<file path="config.mk">
export PLATFORM = sky130hd
export DESIGN_NAME = decoder_nto2n_scan
export DESIGN_NICKNAME = d
export VERILOG_FILES = /design/src/rtl/decoder_nto2n_scan_pkg.sv /design/src/rtl/decoder_nto2n_scan_prescaler.sv /design/src/rtl/decoder_nto2n_scan.sv
export SDC_FILE = /design/constraint.sdc
export NUM_CORES = 1
export LEC_CHECK = 0
export BUFFER_PORTS_ARGS = -buffer_cell sky130_fd_sc_hd__buf_2
export CORE_MARGIN = 2
export CORE_UTILIZATION = 30
export CTS_CLUSTER_SIZE = 20
export DETAILED_ROUTE_END_ITERATION = 10
export GPL_TIMING_DRIVEN = 0
export HOLD_SLACK_MARGIN = 0.12
export MAX_ROUTING_LAYER = met4
export PLACE_DENSITY = 0.5
export RECOVER_POWER = 50
export REMOVE_ABC_BUFFERS = 1
export SYNTH_ARGS = -nofsm -noshare
export SYNTH_HDL_FRONTEND = slang
export SYNTH_SLANG_ARGS = --single-unit
</file>
<file path="constraint.sdc">
create_clock -name clk -period 1.3 [get_ports clk]
set_input_delay 0.195 -clock clk [delete_from_list [all_inputs] [get_ports clk]]
set_output_delay 0.195 -clock clk [all_outputs]
set_load 0.05 [all_outputs]
</file>
<file path="src/rtl/decoder_nto2n_scan_pkg.sv">
// Shared constants and helpers for the line decoder family.
package decoder_nto2n_scan_pkg;

   localparam logic MODE_DIRECT = 1'b0;
   localparam logic MODE_SCAN   = 1'b1;

   // Returns a 64-bit vector with bit idx set; callers truncate to 2^n bits.
   function automatic logic [63:0] onehot(input logic [5:0] idx, input int unsigned n);
      logic [63:0] v;
      logic [31:0] lim;
      v   = '0;
      lim = 32'(1) << n;
      if (32'(idx) < lim)
         v[idx] = 1'b1;
      return v;
   endfunction

endpackage

</file>
<file path="src/rtl/decoder_nto2n_scan_prescaler.sv">
// Modulo-DIV counter with synchronous clear, count enable and terminal-count flag.
module scan_prescaler #(
   parameter int unsigned DIV = 4
) (
   input  logic clk,
   input  logic rst,
   input  logic clr,
   input  logic en,
   output logic tc
);

   localparam int unsigned PW = (DIV > 1) ? $clog2(DIV) : 1;

   logic [PW-1:0] cnt;

   assign tc = en && (cnt == PW'(DIV - 1));

   always_ff @(posedge clk) begin
      if (rst || clr)
         cnt <= '0;
      else if (en) begin
         if (tc)
            cnt <= '0;
         else
            cnt <= cnt + PW'(1);
      end
   end

endmodule

</file>
<file path="src/rtl/decoder_nto2n_scan.sv">
// Registered N-to-2^N decoder with direct select and prescaled auto-scan.
module decoder_nto2n_scan
   import decoder_nto2n_scan_pkg::*;
#(
   parameter int unsigned N          = 3,
   parameter int unsigned DIV        = 4,
   parameter bit          ACTIVE_LOW = 1'b0
) (
   input  logic              clk,
   input  logic              rst,
   input  logic              en,
   input  logic              mode,
   input  logic [N-1:0]      sel,
   output logic [(1<<N)-1:0] out,
   output logic [N-1:0]      idx,
   output logic              active,
   output logic              step
);

   localparam int unsigned W = 1 << N;

   logic         scan;
   logic         tc;
   logic [N-1:0] ptr;
   logic [N-1:0] line;
   logic [W-1:0] dec;

   scan_prescaler #(.DIV(DIV)) u_prescaler (
      .clk (clk),
      .rst (rst),
      .clr (!scan),
      .en  (scan),
      .tc  (tc)
   );

   // line is the pointer value after this edge; out, idx and step all derive from it.
   always_comb begin
      scan = en && (mode == MODE_SCAN);
      line = sel;
      if (scan)
         line = tc ? ptr + N'(1) : ptr;
      dec = W'(onehot(6'(line), N));
   end

   always_ff @(posedge clk) begin
      if (rst) begin
         ptr    <= '0;
         out    <= {W{ACTIVE_LOW}};
         active <= 1'b0;
         step   <= 1'b0;
      end else if (!en) begin
         out    <= {W{ACTIVE_LOW}};
         active <= 1'b0;
         step   <= 1'b0;
      end else begin
         ptr    <= line;
         out    <= dec ^ {W{ACTIVE_LOW}};
         active <= 1'b1;
         step   <= tc;
      end
   end

   // The pointer register doubles as the idx output.
   assign idx = ptr;

endmodule

</file>
# == Word level (Yosys, flattened, before mapping) ==
# Index checks and enable logic that the tools add are counted.
# word_totals
regBits,15
inputBits,7
out_inout_bits,13
elab_cells,23
# classes
addsub,2
n_lt_le_gt_ge,2
n_eq_ne,1
n_mux,6
bitwise_logic,1
reduce_logical,6
# op_table
operator,count
"3-bit by 7-bit less-than comparator with 1-bit output, second input constant",1
3-bit two-way mux,2
"3-bit by 1-bit adder with 3-bit output, second input constant",1
1-bit demux with 3-bit select,1
"3-bit by 1-bit greater-or-equal comparator with 1-bit output, second input constant",1
1-bit logical AND,3
"2-bit by 1-bit adder with 2-bit output, second input constant",1
"2-bit == test, second input constant",1
1-bit two-way mux,2
2-bit two-way mux,1
2-bit OR reduction,1
1-bit zero test,1
1-bit logical OR,1
1-bit NOT,1

# == Depth between registers and ports, before layout ==
# depth
depth_word,8
depth_mapped,4
ltp_nobuf,4

# == Modules after synthesis ==
# Synthesis repeated with hierarchy kept, for this count alone.
# hier_totals
cells_unflattened,56
hier_area_um2,643.1
# by_module_without_submodules
module,n_inst,cells_each,area_per_inst_um2,seq_area_each_um2
decoder_nto2n_scan,1,47,541.8,260.2
scan_prescaler,1,9,101.3,40.0

# == Least setup slack after synthesis ==
# Ideal clock, no wire load.
# synth_timing
kind,reg2reg
start,"reg ptr[0], in the netlist idx[0]"
end,reg out[0]
setup_ns,0.078
arrival_ns,1.663
t_required_ns,1.222
setup_slack_ns,-0.441
path_stages_with_launch,5
path_buffers,0
period_less_slack_ns,1.741
path_cell_list,dfxtp_1 ha_1 mux2_2 mux2_4 nor3_1
# synth_between
elab_chain_cells,7
word_cells_on_any_way,8
cone_classes,add/sub: 1; order compare: 2; mux: 4; reduce/logical: 1
# synth_lines
element,line_no,text
start: declaration,decoder_nto2n_scan.sv:24,logic [N-1:0] ptr;
start signal: assignment,decoder_nto2n_scan.sv:56,ptr <= line;
3-bit by 1-bit adder with 3-bit output,decoder_nto2n_scan.sv:41,line = tc ? ptr + N'(1) : ptr;
3-bit two-way mux *,decoder_nto2n_scan.sv:41,
3-bit two-way mux *,decoder_nto2n_scan.sv:40,if (scan)
3-bit by 7-bit less-than comparator with 1-bit output (implied by the code) or 3-bit by 1-bit greater-or-equal comparator with 1-bit output (tied branches),decoder_nto2n_scan_pkg.sv:14,v[idx] = 1'b1;
1-bit logical AND (implied by the code),decoder_nto2n_scan_pkg.sv:14,
1-bit two-way mux (implied by the code),decoder_nto2n_scan_pkg.sv:14,
1-bit demux with 3-bit select *,decoder_nto2n_scan_pkg.sv:14,
end signal: assignment,decoder_nto2n_scan.sv:48,out <= {W{ACTIVE_LOW}};
end signal: assignment,decoder_nto2n_scan.sv:52,out <= {W{ACTIVE_LOW}};
end signal: assignment,decoder_nto2n_scan.sv:57,out <= dec ^ {W{ACTIVE_LOW}};
end: declaration,decoder_nto2n_scan.sv:14,"output logic [(1<<N)-1:0] out,"
# Mark *: on every way between the ends. The rest lies on a longest branch, timed or not.
# A chain may end at the register's enable or synchronous reset.

# == Worst setup path in the final report ==
# layout_timing
start,reg u_prescaler.cnt[0]
end,reg out[0]
# layout_between
elab_chain_cells,8
word_cells_on_any_way,9
cone_classes,order compare: 2; eq/ne: 1; mux: 4; reduce/logical: 2
# layout_lines
element,line_no,text
start: declaration,decoder_nto2n_scan_prescaler.sv:14,logic [PW-1:0] cnt;
start signal: assignment,decoder_nto2n_scan_prescaler.sv:25,cnt <= cnt + PW'(1);
2-bit == test *,decoder_nto2n_scan_prescaler.sv:16,assign tc = en && (cnt == PW'(DIV - 1));
1-bit logical AND *,decoder_nto2n_scan_prescaler.sv:16,
3-bit two-way mux *,decoder_nto2n_scan.sv:41,
3-bit two-way mux *,decoder_nto2n_scan.sv:40,
3-bit by 7-bit less-than comparator with 1-bit output (implied by the code) or 3-bit by 1-bit greater-or-equal comparator with 1-bit output (tied branches),decoder_nto2n_scan_pkg.sv:14,
1-bit logical AND (implied by the code),decoder_nto2n_scan_pkg.sv:14,
1-bit two-way mux (implied by the code),decoder_nto2n_scan_pkg.sv:14,
1-bit demux with 3-bit select *,decoder_nto2n_scan_pkg.sv:14,
# Marked as above.

==> results.yml <==
drt:
  via_count: 501
  drc: 0
  totalWireLength_um: 1250
  final_antenna_net_count: 0
  post_drt_wl_per_cell_um: 11.8
  first_pass_iters: 2
  vias_per_cell: 4.73
  drt_iter0_markers: 2
power:
  p_comb_share_pct: 19.0
  sw_frac_of_total_pct: 30.3
  p_sw_uw: 283
  clockPowerShare_pct: 29.2
  pwr-share-seq_pct: 51.8
  vdd_ir_drop_max_uv: 483
  p_int_uw: 651
  leakagePower_uw: 0.000366
  power_density_nw_per_um2: 1100
synth:
  synth_xor_area_share_pct: 1.51
  syn_inst: 56
  synth-seq-cells: 15
  syn_avg_cell_area_um2: 10.4
  synth_top_family_by_area: "simple AND/OR/NAND/NOR gates"
  synth_mux_area_share_pct: 6.24
  synth.distinct_cells: 27
  synth_simple_gate_area_share_pct: 19.8
  synth-compound-area-share_pct: 14.4
  synthAdderAreaFrac_pct: 4.30
  netlist_area_um2: 582
  yosys_warnings: 0
  yosysSeqAreaShare_pct: 51.6
timing:
  max_freq_mhz: 721
  max_slew_margin_pct: 73.9
  setup_slack_ns: -0.0877
  final_max_slew_viol_count: 0
  finalHoldViolCount: 0
  fin_skew_ns: 0.00679
  final.min_clock_period_ns: 1.39
  setup_viol: 7
  period_share_pct: 107
  rsz0062_at_grt: "yes"
  worst_pin_slew_ns: 0.390
hold_path:
  hold_depth: 3
  whs_endpoint: "u_prescaler.cnt[0]"
  min_from: "rst"
  hp-class: "input port to register"
setup_path:
  arrival_ns: 1.60
  rrSetupSlack_ns: -0.09
  end_kind: "register"
  worstReg2RegStart: "u_prescaler.cnt[0]"
  ff2ff_path_depth: 4
  required_ns: 1.51
  critPathSlowestCell: "dfxtp_2"
  cpPeakStageDelay_ns: 0.35
  timing.rr.end: "out[0]"
  path_cells: "ha_4 > and3b_2 > o31a_1 > nor3_2"
  crit_type: "register to register"
  setup.worst_path.start_class: "register"
  cp_max_fo: 6
  critPathTopFamily: "simple AND/OR/NAND/NOR gates"
  path_buf_inv: 0
floorplanning:
  initial_core_util_pct: 32.6
  die_height_um: 48.0
  placeableCoreArea_um2: 1780
  rows: 15
  dieArea_um2: 2310
  die_x_um: 48.0
  io_pins: 20
global_routing:
  grt_pass1_vias: 451
  grt_max_degree: 11
  grt-ovfl-total: 0
  antenna_found_initial: 0
  gr-usage-all-layers_pct: 13.9
  grt_pass1_wl_um: 2070
layout:
  layout_commonest_cell: "buf_2"
  drive_gt1_share_pct: 53.1
  area_growth_pct: 46.5
  fill_cells: 184
  antennaDiodeCount: 0
  layout_common_cells: "buf_2 (15), dfxtp_1 (12), nor3_2 (7)"
  finish.utilization_pct: 47.8
  finalNonFillerCells: 106
  final_nets: 91
placed_design:
  numPlacedInstances: 99
  place_congestion: 0.785
  dpl.hpwl_um: 885
  numPortBuffers: 19
cts:
  root_buffer: "clkbuf_4"
  cts_buffers: 3
  clock-sinks: 15
  htree_levels: 1
  cts_tree: "done"
  cts.clk_slew.worst_paths_ns: 0.10
  clockBufferDepth: 2
  clk_latency_ns: 0.28
run_status:
  violations: "negative setup slack"
  status: "finished, violations left"
flow_run:
  max_cap_violations: 0
[what timing repair did]
action,in CTS,in global routing
setup buffers,1,1
resized for setup,17,4
endpoints found under the setup margin,11,10
hold buffers,1,0
pin swaps,6,6
hold endpoints to repair,3,0
[through the flow]
step	TNS [ns]	cell area (µm²)	worst slack, ns	power (µW)	hold slack, ns
after global routing	-0.912	852	-0.131	988	0.240
after floorplan	-3.75	577	-0.441	594	0.264
after global placement	-2.00	703	-0.249	634	0.399
final	-0.399	852	-0.0877	934	0.229
after CTS	-0.479	821	-0.0935	930	0.216
after detailed placement	-2.06	703	-0.254	635	0.399
[layer usage]
| layer | up-vias | global-route usage, % | share of wire [%] |
|---|---|---|---|
| met1 | 229 | 16.9 | 47 |
| met2 | 17 | 20.5 | 45 |
| met4 | 0 | 6.49 | 0.96 |
| li1 | 253 | - | - |
| met3 | 2 | 4.91 | 6.7 |
| met5 | - | - | 0 |
[synthesized netlist by cell type]
master	n	area share, %
a21o_1	1	1.3
a21oi_1	2	1.7
mux2_2	1	1.9
nor2_1	1	0.64
o31a_1	1	1.5
and2_1	1	1.1
ha_1	2	4.3
and3_1	1	1.1
inv_1	2	1.3
o211ai_1	1	1.3
a211o_1	1	1.5
xnor2_1	1	1.5
mux2i_1	1	1.7
o311ai_0	1	1.5
o21a_1	1	1.3
nor3_1	8	6.9
mux2_4	1	2.6
a21boi_0	1	1.3
and3_2	1	1.3
nor4_1	1	1.1
buf_2	1	0.86
o21ai_0	2	1.7
dfxtp_1	15	52
o31ai_1	1	1.3
nand2b_1	5	5.4
nand2_1	1	0.64
and3b_2	1	1.7
[worst max path at each step]
stage | from | slack (ns) | cells past startpoint | endpoint
2_1_floorplan | idx[0] | -0.44 | 4 | out[0]
3_3_place_gp | u_prescaler.cnt[0] | -0.25 | 4 | out[0]
3_5_place_dp | u_prescaler.cnt[0] | -0.25 | 4 | out[0]
4_1_cts | u_prescaler.cnt[0] | -0.09 | 4 | out[2]
5_1_grt | u_prescaler.cnt[0] | -0.13 | 4 | out[0]
6_report | u_prescaler.cnt[0] | -0.09 | 4 | out[0]
[worst register-to-register path: stages, from the launching register on]
cell and delay, ns:
dfxtp_2 0.35, ha_4 0.18, and3b_2 0.23, o31a_1 0.35, nor3_2 0.19
[cell families (layout without fill, tap and decap cells)]
kind of cell	after synthesis	after routing
AND/OR/NAND/NOR	20	20
flip-flops	15	15
XOR/XNOR	1	1
AO/OA/AOI/OAI	12	12
multiplexers	3	3
buffers and inverters	3	28
adder cells (fa/ha/maj)	2	2
[power by group through the flow]
stage	sequential, µW	clock, µW	combinational, µW
2_1_floorplan	541	0	53.1
3_3_place_gp	493	0	141
3_5_place_dp	493	0	142
4_1_cts	484	279	167
5_1_grt	487	307	194
6_report	484	272	178
[registers in the layout, indices dropped and copies added, names as in the netlist]
| register | count |
|---|---|
| u_prescaler.cnt | 2 |
| idx | 3 |
| step | 1 |
| active | 1 |
| out | 8 |
[area by class of cell]
cell class / instances / area [µm²] / area share [%]
well taps: 25 / 31.3 / 3.67
multi-input cells: 38 / 359 / 42.1
clock inverters: 1 / 5.00 / 0.587
flip-flops and latches: 15 / 307 / 36.0
repair buffers: 22 / 120 / 14.1
inverters: 2 / 7.51 / 0.881
clock buffers: 3 / 22.5 / 2.64
Power figures use the tool's default switching activity.
